`src/rtl/stream_ctrl_pkg.sv`:
```
// Shared definitions for the host stream controller: parser states and command codes.
package stream_ctrl_pkg;

  typedef enum logic [2:0] {
    S_HUNT,
    S_GET_CMD,
    S_GET_LEN,
    S_DATA,
    S_CFG,
    S_SKIP
  } state_e;

  localparam logic [7:0] CMD_DATA     = 8'h01;
  localparam logic [7:0] CMD_SET_MODE = 8'h02;
  localparam logic [7:0] CMD_START    = 8'h03;
  localparam logic [7:0] CMD_STOP     = 8'h04;

  function automatic logic [7:0] sat_inc8(input logic [7:0] v);
    return (v == 8'hFF) ? v : v + 8'd1;
  endfunction

endpackage

```
`src/rtl/stream_ctrl.sv`:
```
// Host byte-stream framer: forwards DATA payload to the sample FIFO and sequences
// modulator start/prefill/stop, reporting framing errors and FIFO underruns.
//
// state     | meaning
// S_HUNT    | waiting for the sync byte, everything else dropped
// S_GET_CMD | next byte is the command code
// S_GET_LEN | next byte is the payload length; START/STOP execute here
// S_DATA    | payload bytes go straight to the FIFO
// S_CFG     | single SET_MODE payload byte
// S_SKIP    | discarding payload of a rejected frame
module stream_ctrl
  import stream_ctrl_pkg::*;
#(
  parameter int unsigned MODE_W         = 2,
  parameter int unsigned PREFILL        = 64,
  parameter int unsigned TIMEOUT_CYCLES = 1280000,
  parameter logic [7:0]  SYNC_BYTE      = 8'hA5
) (
  input  logic              clk,
  input  logic              rst,
  input  logic [7:0]        rx_data_si,
  input  logic              rx_valid_si,
  output logic              rx_ready_si,
  output logic [7:0]        fifo_wr_data,
  output logic              fifo_wr_en,
  input  logic              fifo_full,
  input  logic              fifo_empty,
  output logic              mod_enable,
  output logic [MODE_W-1:0] mode,
  output logic              running,
  output logic              frame_err,
  output logic [7:0]        underrun_cnt
);

  localparam int unsigned IDLE_W = $clog2(TIMEOUT_CYCLES + 1);
  localparam logic [IDLE_W-1:0] IDLE_LAST = IDLE_W'(TIMEOUT_CYCLES - 1);
  localparam logic [9:0] PF_MAX  = 10'(PREFILL);
  localparam logic [9:0] PF_LAST = 10'(PREFILL - 1);

  state_e              state_q;
  logic [7:0]          cmd_q;
  logic [7:0]          rem_q;
  logic [IDLE_W-1:0]   idle_q;
  logic [9:0]          prefill_q, prefill_d;
  logic                primed_q, primed_d;
  logic                running_q, running_d;
  logic                mod_enable_q;
  logic [MODE_W-1:0]   mode_q;
  logic                frame_err_q;
  logic [7:0]          underrun_q;
  logic                empty_q;

  logic accept;
  logic start_exec;
  logic stop_exec;
  logic underrun_rise;
  logic timeout;

  assign rx_ready_si  = (state_q == S_DATA) ? !fifo_full : 1'b1;
  assign accept       = rx_valid_si & rx_ready_si;
  assign fifo_wr_en   = (state_q == S_DATA) & rx_valid_si & !fifo_full;
  assign fifo_wr_data = rx_data_si;

  assign start_exec    = accept && (state_q == S_GET_LEN) && (cmd_q == CMD_START) && (rx_data_si == 8'd0);
  assign stop_exec     = accept && (state_q == S_GET_LEN) && (cmd_q == CMD_STOP) && (rx_data_si == 8'd0);
  assign underrun_rise = fifo_empty & !empty_q & mod_enable_q;
  assign timeout       = !accept && (state_q != S_HUNT) && (idle_q == IDLE_LAST);

  // Next-state values feed mod_enable directly so it tracks the write that primes it.
  always_comb begin
    running_d = running_q;
    primed_d  = primed_q;
    prefill_d = prefill_q;
    if (start_exec) begin
      running_d = 1'b1;
      primed_d  = 1'b0;
      prefill_d = '0;
    end else if (stop_exec) begin
      running_d = 1'b0;
      primed_d  = 1'b0;
    end else if (running_q && fifo_wr_en) begin
      if (prefill_q != PF_MAX) prefill_d = prefill_q + 10'd1;
      if (prefill_q == PF_LAST) primed_d = 1'b1;
    end
  end

  always_ff @(posedge clk) begin
    if (rst) begin
      state_q      <= S_HUNT;
      cmd_q        <= '0;
      rem_q        <= '0;
      idle_q       <= '0;
      prefill_q    <= '0;
      primed_q     <= 1'b0;
      running_q    <= 1'b0;
      mod_enable_q <= 1'b0;
      mode_q       <= '0;
      frame_err_q  <= 1'b0;
      underrun_q   <= '0;
      empty_q      <= 1'b0;
    end else begin
      frame_err_q  <= 1'b0;
      running_q    <= running_d;
      primed_q     <= primed_d;
      prefill_q    <= prefill_d;
      mod_enable_q <= running_d & primed_d;
      empty_q      <= fifo_empty;

      if (start_exec) underrun_q <= '0;
      else if (underrun_rise) underrun_q <= sat_inc8(underrun_q);

      if (accept || state_q == S_HUNT) idle_q <= '0;
      else idle_q <= idle_q + 1'b1;

      if (timeout) begin
        state_q     <= S_HUNT;
        frame_err_q <= 1'b1;
      end else if (accept) begin
        case (state_q)
          S_HUNT: if (rx_data_si == SYNC_BYTE) state_q <= S_GET_CMD;
          S_GET_CMD: begin
            cmd_q   <= rx_data_si;
            state_q <= S_GET_LEN;
          end
          S_GET_LEN: begin
            rem_q   <= rx_data_si;
            state_q <= S_HUNT;
            case (cmd_q)
              CMD_DATA: if (rx_data_si != 8'd0) state_q <= S_DATA;
              CMD_SET_MODE: begin
                if (rx_data_si == 8'd1) state_q <= S_CFG;
                else begin
                  frame_err_q <= 1'b1;
                  if (rx_data_si != 8'd0) state_q <= S_SKIP;
                end
              end
              CMD_START, CMD_STOP: begin
                if (rx_data_si != 8'd0) begin
                  frame_err_q <= 1'b1;
                  state_q     <= S_SKIP;
                end
              end
              default: begin
                frame_err_q <= 1'b1;
                if (rx_data_si != 8'd0) state_q <= S_SKIP;
              end
            endcase
          end
          S_DATA, S_SKIP: begin
            rem_q <= rem_q - 8'd1;
            if (rem_q == 8'd1) state_q <= S_HUNT;
          end
          S_CFG: begin
            // Mode is frozen while the modulator runs; a late SET_MODE is an error.
            if (!running_q) mode_q <= rx_data_si[MODE_W-1:0];
            else frame_err_q <= 1'b1;
            state_q <= S_HUNT;
          end
          default: state_q <= S_HUNT;
        endcase
      end
    end
  end

  assign mod_enable   = mod_enable_q;
  assign mode         = mode_q;
  assign running      = running_q;
  assign frame_err    = frame_err_q;
  assign underrun_cnt = underrun_q;

endmodule

```
`config.mk`:
```
export PLATFORM = sky130hd
export DESIGN_NAME = stream_ctrl
export DESIGN_NICKNAME = d
export VERILOG_FILES = /design/src/rtl/stream_ctrl_pkg.sv /design/src/rtl/stream_ctrl.sv
export SDC_FILE = /design/constraint.sdc
export NUM_CORES = 1
export LEC_CHECK = 0
export BUFFER_PORTS_ARGS = -buffer_cell sky130_fd_sc_hd__buf_2
export CELL_PAD_IN_SITES_DETAIL_PLACEMENT = 1
export CELL_PAD_IN_SITES_GLOBAL_PLACEMENT = 1
export CORE_MARGIN = 4
export CORE_UTILIZATION = 42
export CTS_CLUSTER_DIAMETER = 120
export DETAILED_ROUTE_END_ITERATION = 8
export GPL_ROUTABILITY_DRIVEN = 0
export PLACE_DENSITY_LB_ADDON = 0.1
export SYNTH_ARGS = -nofsm -noshare
export SYNTH_HDL_FRONTEND = slang
export SYNTH_SLANG_ARGS = --single-unit
```
`constraint.sdc`:
```
create_clock -name clk -period 5.1 [get_ports clk]
set_clock_uncertainty 0.2 [all_clocks]
set_input_delay 1.02 -clock clk [delete_from_list [all_inputs] [get_ports clk]]
set_output_delay 1.02 -clock clk [all_outputs]
set_load 0.01 [all_outputs]
```
Word level (Yosys, flattened, before mapping)
Index checks and enable logic that the tools add are counted.

Add/subtract/negate cells: 4. Eq/ne operators: 18. Multiplexer cells: 22. Bitwise operators: 10. Reduce and logical (&&, ||, !) cells: 28.

Operators with widths (number): equality test 8 x 1 -> 1 bit, second input constant (3); adder 21 x 1 -> 21 bit, second input constant (1); equality test 21 bit, second input constant (1); equality test 8 x 2 -> 1 bit, second input constant (2); equality test 8 bit, second input constant (2); one-hot mux 8 bit (2 select lines) (1); 2-to-1 mux 1 bit (12); 2-to-1 mux 3 bit (4); one-hot mux 3 bit (4 select lines) (1); AND reduction 3 bit (4); adder 10 x 1 -> 10 bit, second input constant (1); equality test 10 x 6 -> 1 bit, second input constant (1); != test 10 x 7 -> 1 bit, second input constant (1); OR reduction 2 bit (5); adder 8 x 1 -> 8 bit, second input constant (1); equality test 8 x 3 -> 1 bit, second input constant (1); logical AND 1 bit (8); zero test 8 bit (1); nonzero test 8 bit (1); subtractor 8 x 1 -> 8 bit, second input constant (1); bitwise AND 1 bit (6); equality test 3 x 2 -> 1 bit, second input constant (2); equality test 3 bit, second input constant (2); one-hot mux 3 bit (2 select lines) (1); 14 further kinds (19).

Flip-flop bits (word level): 65. Input bits: 13. Output and inout bits: 23. Word-level logic and storage cells: 94.

Logic depth before layout (Yosys ltp)
Gate-level depths: netlist of run 1.

Depth in word-level cells: 9. Mapped depth: 8. Depth with buffers taken out: 7.

Worst setup path before layout of run 1
Ideal clock, no wire load.

Path type: input -> register. Start point: input rx_data_si[4]. End point: register prefill_q[0]. Library setup time: 0.115 ns. Arrival time: 2.576 ns. Required time: 4.785 ns. Path slack: 2.210 ns. Cell stages on the path: 7. Path buffers: 2. Cells stage by stage: or4_4 > or4_4 > nor3_2 > a21o_1 > buf_6 > buf_12 > nor2_1.

Longest elaborated chain between the ends: 4.

RTL lines: start: declaration (line stream_ctrl.sv:21) `input logic [7:0] rx_data_si,`; zero test 8 bit (*) (line stream_ctrl.sv:64, stream_ctrl.sv:65); logical AND 1 bit (line stream_ctrl.sv:65) `assign stop_exec = accept && (state_q == S_GET_LEN) && (cmd_q == CMD_STOP) && (rx_data_si == 8'd0);`; NOT 1 bit (no line); AND reduction 3 bit (no line); end signal: assignment (line stream_ctrl.sv:105) `prefill_q <= prefill_d;`; end: declaration (line stream_ctrl.sv:44) `logic [9:0] prefill_q, prefill_d;`.

Every way passes the cells marked *; elsewhere a longest branch is shown, timed or not. A chain may end at the register's enable or synchronous reset.

Final worst setup path of run 1
Start point: input rx_data_si[4]. End point: register prefill_q[3].

Same word-level chain as after synthesis.

==> flow_metrics.env, run 1 <==
export IMPL_status="complete, no violations"
export IMPL_worstHoldPathType="reg2reg"
export IMPL_via_per_inst=5.34
export IMPL_avgSynthCellArea_um2=8.23
export IMPL_grt_pass1_vias=2846
export IMPL_portBuffers=35
export IMPL_drv_slew=0
export IMPL_cp_start_kind="primary input"
export IMPL_drt_total_wl_um=7730
export IMPL_pwr_share_comb=0.027
export IMPL_clkPwrFrac=0.484
export IMPL_tightest_slew_ns=0.907
export IMPL_cts_sinks=65
export IMPL_start_util=0.439
export IMPL_rsz0062_at_grt="no"
export IMPL_cts_buffers=9
export IMPL_cts_resized_gates=0
export IMPL_grt_ovfl_total=0
export IMPL_synth_nets=412
export IMPL_synth_edff_count=0
export IMPL_multiInputGateArea_mm2=0.00173
export IMPL_fillerInstances=902
export IMPL_max_clock_path_buffers=2
export IMPL_fin_crit_sh=0.584
export IMPL_synth_warning_count=0
export IMPL_critPathMaxFanout=18
export IMPL_cp_end_kind="flip-flop"
export IMPL_drt_pass1_iter_count=4
export IMPL_io_pins=36
export IMPL_die_area_mm2=0.00917
export IMPL_num_antenna_cells=0
export IMPL_drc=0
export IMPL_p_int_mw=0.818
export IMPL_cts_htree_levels=3
export IMPL_swShare=0.214
export IMPL_rrSetupSlack_ns=2.65
export IMPL_root_buffer="clkbuf_8"
export IMPL_drt_wirelength_per_cell_um=14.9
export IMPL_area_growth_pct=11.9
export IMPL_slew_headroom=0.391
export IMPL_criticalPathCategory="in2reg"
export IMPL_cp_arrival_ns=2.99
export IMPL_synth_area_mm2=0.00323
export IMPL_die_w_um=95.8
export IMPL_hpwl_um=5490
export IMPL_final_hold_viol_count=0
export IMPL_max_clock_freq_mhz=336
export IMPL_synth_cells=393
export IMPL_grt_start_max_net_pins=27
export IMPL_ant_nets=0
export IMPL_seq_area_mm2=0.00130
export IMPL_setup_viol=0
export IMPL_grt_pass1_wl_um=13400
export IMPL_num_vias=2770
export IMPL_ys_async_sr_fraction=0
export IMPL_grtUsageTotal=0.186
export IMPL_yosysSeqAreaShare=0.402
export IMPL_ir_worst_vdd_v=0.000108
export IMPL_maxCapViolations=0
export IMPL_cts_tree="done"
export IMPL_postCtsSetupBuffers=0
export IMPL_p_seq_frac=0.488
export IMPL_core_area_mm2=0.00737
export IMPL_die_y_um=95.8
export IMPL_required_ns=5.11
export IMPL_powerDensity_mw_per_mm2=288
export IMPL_fin_total_pwr_mw=1.04
export IMPL_p_switching_mw=0.223
export IMPL_cts_hold_buffers=0
export IMPL_antenna_found_initial=0
export IMPL_insertion_delay_ns=0.34
export IMPL_fin_nets=435
export IMPL_synth_cell_type_count=53
export IMPL_leakage_nw=1.30
export IMPL_finalSetupTns_ns=0
export IMPL_clk_pin_slew_ns=0.07
export IMPL_synth_flop_cell="dfxtp_1"
export IMPL_synth_seq_cells=65
export IMPL_row_count=31
export IMPL_min_period_ns=2.98
export IMPL_drive_gt1_frac=0.138
export IMPL_detail_route_iter0_violations=87
sequential cells by signal, indices dropped and copies added, names as in the netlist:
register / flops
idle_q: 21
prefill_q: 10
cmd_q: 8
rem_q: 8
underrun_cnt: 8
state_q: 3
mode: 2
empty_q: 1
frame_err: 1
mod_enable: 1
primed_q: 1
running: 1
cells in the final DEF (no fill, tap or decap), types with 5 or more instances in the layout:
cell      synthesis  final
a21oi_1          21     21
and3_1            7      7
buf_2             1     35
clkbuf_8          0     11
dfxtp_1          65     65
ha_1              6      6
inv_1            14     14
nand2_1          42     42
nand2b_1          7      7
nand3_1          19     19
nand4_1          13     13
nor2_1           57     57
nor3_1            6      6
nor4_1            5      5
o21ai_0          11     11
xnor2_1          13     13
xor2_1           23     23
critical path, cell delays in order:
cell,delay (ns)
buf_2,0.12
or4_4,0.55
or4_4,0.45
nor3_2,0.21
a21o_1,0.52
nor2_1,0.11
cells by family after synthesis:
logic type               count (synthesis)  share of synthesized area
buffers and inverters                   38                     0.0623
XOR/XNOR                                36                     0.0975
adder cells (fa/ha/maj)                  6                     0.0232
flip-flops                              65                      0.402
AND/OR/NAND/NOR                        189                      0.297
multiplexers                             2                    0.00619
AO/OA/AOI/OAI                           57                      0.111
through the flow:
stage | utilization | instances | instance area, um2 | setup WS, ns | hold slack [ns]
4_1_cts | 0.491 | 519 | 3620 | 2.11 | 0.256
3_5_place_dp | 0.460 | 504 | 3390 | 1.74 | 0.246
3_3_place_gp | 0.460 | 504 | 3390 | 1.80 | 0.242
5_1_grt | 0.491 | 519 | 3620 | 2.03 | 0.287
2_1_floorplan | - | 393 | 3230 | 2.21 | 0.226
6_report | 0.491 | 519 | 3620 | 2.12 | 0.253
cell type report:
class,count,share of cell area
sequential,65,0.359
multi-input combinational,290,0.478
tap,99,0.0342
timing repair buffer,36,0.0505
clock inverter,4,0.0211
inverter,14,0.0145
clock buffer,11,0.0418
Yosys cell counts, types with 5 or more instances:
library cell | n | area [um2]
dfxtp_1 | 65 | 1300
nor2_1 | 57 | 214
nand2_1 | 42 | 158
xor2_1 | 23 | 201
a21oi_1 | 21 | 105
nand3_1 | 19 | 95.1
inv_1 | 14 | 52.6
nand4_1 | 13 | 81.3
xnor2_1 | 13 | 114
clkbuf_1 | 12 | 45.0
o21ai_0 | 11 | 55.1
buf_4 | 9 | 67.6
and3_1 | 7 | 43.8
nand2b_1 | 7 | 43.8
ha_1 | 6 | 75.1
nor3_1 | 6 | 30.0
nor4_1 | 5 | 31.3
power groups by stage:
stage | combinational [mW] | clock [mW] | sequential, mW
2_1_floorplan | 0.0209 | 0 | 0.520
3_3_place_gp | 0.0286 | 0 | 0.520
3_5_place_dp | 0.0292 | 0 | 0.520
4_1_cts | 0.0293 | 0.516 | 0.508
5_1_grt | 0.0317 | 0.544 | 0.508
6_report | 0.0286 | 0.504 | 0.508
worst paths after layout:
path | start | end | depth (start not counted)
setup / recovery | rx_data_si[4] | prefill_q[3] | 6
hold / removal | cmd_q[4] | cmd_q[4] | 2
setup reg to reg | cmd_q[4] | prefill_q[3] | 5
hold reg to reg | cmd_q[4] | cmd_q[4] | 2
routing by layer:
| layer | track usage | wire length (um) | vias up |
|---|---|---|---|
| li1 | - | - | 1397 |
| met1 | 0.245 | 3800 | 1325 |
| met2 | 0.298 | 3590 | 37 |
| met3 | 0.0352 | 207 | 11 |
| met4 | 0.0818 | 133 | 0 |
| met5 | 0 | 0 | - |
(Power assumes the default switching activity.)
==> run 2: changes to the inputs <==
--- a/config.mk
+++ b/config.mk
@@ -9,7 +9,7 @@
 export CELL_PAD_IN_SITES_DETAIL_PLACEMENT = 1
 export CELL_PAD_IN_SITES_GLOBAL_PLACEMENT = 1
 export CORE_MARGIN = 4
-export CORE_UTILIZATION = 42
+export CORE_UTILIZATION = 39
 export CTS_CLUSTER_DIAMETER = 120
 export DETAILED_ROUTE_END_ITERATION = 8
 export GPL_ROUTABILITY_DRIVEN = 0
==> constraint.sdc (replaced) <==
create_clock -name clk -period 2.68 [get_ports clk]
set_clock_uncertainty 0.2 [all_clocks]
set_input_delay 0.536 -clock clk [delete_from_list [all_inputs] [get_ports clk]]
set_output_delay 0.536 -clock clk [all_outputs]
set_load 0.01 [all_outputs]
==> run 2 against run 1 <==
Compared with the run above: setup slack got worse by 1.7 ns; combinational power increased by 120%; global-route usage decreased by 1.3 points; flip-flop and latch count unchanged; first-iteration DRC count increased by 54%.
==> flow_metrics.env, run 2 (synthesized netlist as in run 1, its figures left out) <==
export IMPL_num_antenna_cells=0
export IMPL_die_area_mm2=0.00981
export IMPL_finalSetupTns_ns=0
export IMPL_tightest_slew_ns=0.561
export IMPL_area_growth_pct=13.0
export IMPL_cts_tree="done"
export IMPL_fillerInstances=988
export IMPL_cts_hold_buffers=0
export IMPL_postCtsSetupBuffers=0
export IMPL_cts_resized_gates=0
export IMPL_final_hold_viol_count=0
export IMPL_crit_buf_inv=1
export IMPL_ir_worst_vdd_v=0.000205
export IMPL_root_buffer="clkbuf_8"
export IMPL_crit_top_cell="or4_4"
export IMPL_grt_pass1_wl_um=13800
export IMPL_drc=0
export IMPL_min_period_ns=2.24
export IMPL_insertion_delay_ns=0.35
export IMPL_core_area_mm2=0.00789
export IMPL_die_y_um=99.1
export IMPL_drt_wirelength_per_cell_um=15.2
export IMPL_powerDensity_mw_per_mm2=490
export IMPL_fin_total_pwr_mw=1.79
export IMPL_required_ns=2.71
export IMPL_io_pins=36
export IMPL_fin_nets=444
export IMPL_regMostFlops="idle_q"
export IMPL_cp_arrival_ns=2.28
export IMPL_row_count=32
export IMPL_cts_sinks=65
export IMPL_antenna_found_initial=0
export IMPL_final_common_cell="dfxtp_1"
export IMPL_grt_start_max_net_pins=27
export IMPL_max_clock_freq_mhz=446
export IMPL_drv_slew=0
export IMPL_post_route_util=0.463
export IMPL_largest_reg_flops=21
export IMPL_reg_top3="idle_q x21, prefill_q x10"
export IMPL_drt_pass1_iter_count=4
export IMPL_slew_headroom=0.626
export IMPL_leakage_nw=1.33
export IMPL_cp_top_family="simple AND/OR/NAND/NOR gates"
export IMPL_drive_gt1_frac=0.158
export IMPL_grtUsageTotal=0.173
export IMPL_fin_area_mm2=0.00365
export IMPL_slowest_delay_ns=0.54
export IMPL_drt_total_wl_um=8090
export IMPL_final_cells=532
export IMPL_critPathMaxFanout=3
export IMPL_setup_viol=0
export IMPL_status="complete, no violations"
export IMPL_maxCapViolations=0
export IMPL_clk_pin_slew_ns=0.07
export IMPL_via_per_inst=5.29
export IMPL_max_clock_path_buffers=2
export IMPL_layout_common_cells="dfxtp_1 (65), nor2_1 (57), nand2_1 (42)"
export IMPL_rsz0062_at_grt="no"
export IMPL_cts_buffers=9
export IMPL_die_w_um=99.1
export IMPL_num_vias=2815
export IMPL_grt_ovfl_total=0
export IMPL_cts_htree_levels=3
export IMPL_ant_nets=0
export IMPL_cp_start_kind="primary input"
export IMPL_dp_cells=516
export IMPL_hpwl_um=5890
export IMPL_worstHoldPathType="in2reg"
export IMPL_detail_route_iter0_violations=134
export IMPL_portBuffers=35
export IMPL_fin_ws_ns=0.436
export IMPL_dp_slack_ns=0.0721
export IMPL_start_util=0.410
export IMPL_holdWs_ns=0.237
export IMPL_fin_crit_sh=0.837
export IMPL_cp_end_kind="flip-flop"
export IMPL_slowest_stage="or4_4"
export IMPL_grt_pass1_vias=2884
export IMPL_criticalPathCategory="in2reg"
export IMPL_dpl_cell_area_mm2=0.00348
export IMPL_crit_chain="buf_2, or4_4, or4_4, or3b_2, nand4_1, a21oi_1"
run 2: cell count changes in the layout (fill, tap and decap cells not counted), sizes merged:
cell and change:
bufinv -2, clkbuf -1, clkinv +2, buf +9, inv +2
run 2: final timing paths:
kind	slack (ns)	endpoint	cells after the start	start
max	0.44	state_q[0]	6	rx_data_si[4]
min	0.24	empty_q	2	fifo_empty
max reg2reg	0.51	state_q[0]	5	cmd_q[4]
min reg2reg	0.26	cmd_q[4]	2	cmd_q[4]
run 2: where the power goes:
part | total [mW] | switching, mW | internal [mW]
clock network | 0.762 | 0.399 | 0.362
registers | 0.967 | 0.000608 | 0.966
logic | 0.0632 | 0.0390 | 0.0242
total | 1.79 | 0.439 | 1.35
run 2: layout make-up:
| type | count | area (um2) | area share |
|---|---|---|---|
| tap | 102 | 128 | 0.0349 |
| inverter | 14 | 52.6 | 0.0144 |
| sequential | 65 | 1300 | 0.356 |
| multi-input combinational | 290 | 1730 | 0.474 |
| clock buffer | 10 | 138 | 0.0377 |
| timing repair buffer | 45 | 263 | 0.0719 |
| clock inverter | 6 | 40.0 | 0.0110 |
run 2: layer usage:
| layer | GRT usage | share of wire | vias up |
|---|---|---|---|
| met4 | 0.0567 | 0.013 | 0 |
| met2 | 0.286 | 0.48 | 50 |
| met5 | 0 | 0 | - |
| met1 | 0.223 | 0.47 | 1342 |
| li1 | - | - | 1415 |
| met3 | 0.0368 | 0.036 | 8 |
==> run 3: changes to the inputs <==
--- a/config.mk
+++ b/config.mk
@@ -9,7 +9,7 @@
 export CELL_PAD_IN_SITES_DETAIL_PLACEMENT = 1
 export CELL_PAD_IN_SITES_GLOBAL_PLACEMENT = 1
 export CORE_MARGIN = 4
-export CORE_UTILIZATION = 39
+export CORE_UTILIZATION = 42
 export CTS_CLUSTER_DIAMETER = 120
 export DETAILED_ROUTE_END_ITERATION = 8
 export GPL_ROUTABILITY_DRIVEN = 0
==> constraint.sdc (replaced) <==
create_clock -name clk -period 2.4 [get_ports clk]
set_clock_uncertainty 0.2 [all_clocks]
set_input_delay 0.48 -clock clk [delete_from_list [all_inputs] [get_ports clk]]
set_output_delay 0.48 -clock clk [all_outputs]
set_load 0.01 [all_outputs]
==> run 3 against run 2 <==
Compared with the run above: total power up 12%; register-to-register slack got worse by 0.27 ns; final area is 1.2% higher; highest routed layer unchanged; clock power grew 12%; critical endpoint is now frame_err; utilization up 3.9 points; non-clock buffer count up 6; final cell count up 0.38%.
==> flow_metrics.env, run 3 (synthesized netlist as in run 1, its figures left out) <==
export IMPL_status="complete, no violations"
export IMPL_row_count=31
export IMPL_fin_ws_ns=0.206
export IMPL_criticalPathCategory="in2reg"
export IMPL_seq_area_mm2=0.00130
export IMPL_fin_area_mm2=0.00370
export IMPL_cp_start_kind="primary input"
export IMPL_largest_reg_flops=21
export IMPL_root_buffer="clkbuf_8"
export IMPL_final_cells=534
export IMPL_area_growth_pct=14.4
export IMPL_slew_headroom=0.711
export IMPL_min_period_ns=2.19
export IMPL_regMostFlops="idle_q"
export IMPL_rrSetupSlack_ns=0.24
export IMPL_die_area_mm2=0.00917
export IMPL_max_clock_freq_mhz=456
export IMPL_start_util=0.439
export IMPL_dp_cells=519
export IMPL_hpwl_um=5790
export IMPL_grt_pass1_vias=2807
export IMPL_via_per_inst=5.30
export IMPL_dp_slack_ns=-0.131
export IMPL_drt_pass1_iter_count=4
export IMPL_dpl_cell_area_mm2=0.00352
export IMPL_fin_crit_sh=0.914
export IMPL_final_hold_viol_count=0
export IMPL_grt_pass1_wl_um=13400
export IMPL_grt_start_max_net_pins=22
export IMPL_detail_route_iter0_violations=118
export IMPL_fin_nets=450
export IMPL_cts_sinks=65
export IMPL_fillerInstances=946
export IMPL_worstHoldPathType="in2reg"
export IMPL_maxCapViolations=0
export IMPL_reg_top3="idle_q x21, prefill_q x10"
export IMPL_required_ns=2.42
export IMPL_insertion_delay_ns=0.33
export IMPL_cts_buffers=9
export IMPL_cp_end_kind="flip-flop"
export IMPL_num_vias=2829
export IMPL_drt_wirelength_per_cell_um=14.8
export IMPL_die_w_um=95.8
export IMPL_core_area_mm2=0.00737
export IMPL_cts_hold_buffers=0
export IMPL_final_common_cell="dfxtp_1"
export IMPL_postCtsSetupBuffers=0
export IMPL_ir_worst_vdd_v=0.000279
export IMPL_finalSetupTns_ns=0
export IMPL_grtUsageTotal=0.187
export IMPL_drv_slew=0
export IMPL_ant_nets=0
export IMPL_die_y_um=95.8
export IMPL_max_clock_path_buffers=2
export IMPL_num_antenna_cells=0
export IMPL_powerDensity_mw_per_mm2=543
export IMPL_leakage_nw=1.36
export IMPL_multiInputGateArea_mm2=0.00173
export IMPL_layout_common_cells="dfxtp_1 (65), nor2_1 (57), nand2_1 (42)"
export IMPL_cp_arrival_ns=2.21
export IMPL_clk_pin_slew_ns=0.07
export IMPL_drt_total_wl_um=7890
export IMPL_cts_resized_gates=0
export IMPL_setup_viol=0
export IMPL_holdWs_ns=0.177
export IMPL_critPathMaxFanout=3
export IMPL_io_pins=36
export IMPL_tightest_slew_ns=0.431
export IMPL_cts_tree="done"
export IMPL_antenna_found_initial=0
export IMPL_drive_gt1_frac=0.166
export IMPL_cts_htree_levels=3
export IMPL_rsz0062_at_grt="no"
export IMPL_drc=0
export IMPL_grt_ovfl_total=0
export IMPL_portBuffers=35
[run 3: changes by cell type in the layout (fill, tap and decap cells not counted), sizes merged]
cell	before	now
buf	45	51
clkbuf	10	13
clkinv	3	1
inv	16	14
[run 3: where the power goes]
part           internal (mW)  total, mW  switching, mW
registers               1.08       1.08       0.000623
clock network          0.453      0.852          0.399
logic                 0.0307     0.0751         0.0444
total                   1.56       2.01          0.444
[run 3: metrics by stage]
step,power (mW),utilization
global route,2.11,0.502
CTS,2.05,0.502
floorplan,1.15,-
global placement,1.18,0.477
finish,2.01,0.502
detailed placement,1.18,0.477
[run 3: per-layer routing]
| layer | up-vias | GRT usage | wire, um | part of all wire |
|---|---|---|---|---|
| li1 | 1428 | - | - | - |
| met1 | 1357 | 0.243 | 3820 | 0.48 |
| met2 | 39 | 0.304 | 3710 | 0.47 |
| met3 | 5 | 0.0532 | 289 | 0.037 |
| met4 | 0 | 0.0462 | 68 | 0.0086 |
| met5 | - | 0 | 0 | 0 |
[run 3: path summary, 6_finish.rpt]
path	startpoint	to	depth (start not counted)
max	rx_data_si[4]	frame_err	6
min	fifo_empty	empty_q	2
max reg2reg	cmd_q[4]	prefill_q[7]	6
min reg2reg	cmd_q[4]	cmd_q[4]	2
[run 3: worst max-delay path, cell delays in order]
cell	delay [ns]
buf_2	0.11
or4_4	0.53
or4_4	0.45
o31a_2	0.33
o221ai_1	0.19
a31oi_1	0.11
[run 3: cell type report]
class,instances,share of cell area
multi-input cells,290,0.468
repair buffers,51,0.0832
inverters,14,0.0142
well taps,99,0.0335
clock inverters,2,0.00338
flip-flops and latches,65,0.352
clock buffers,13,0.0457
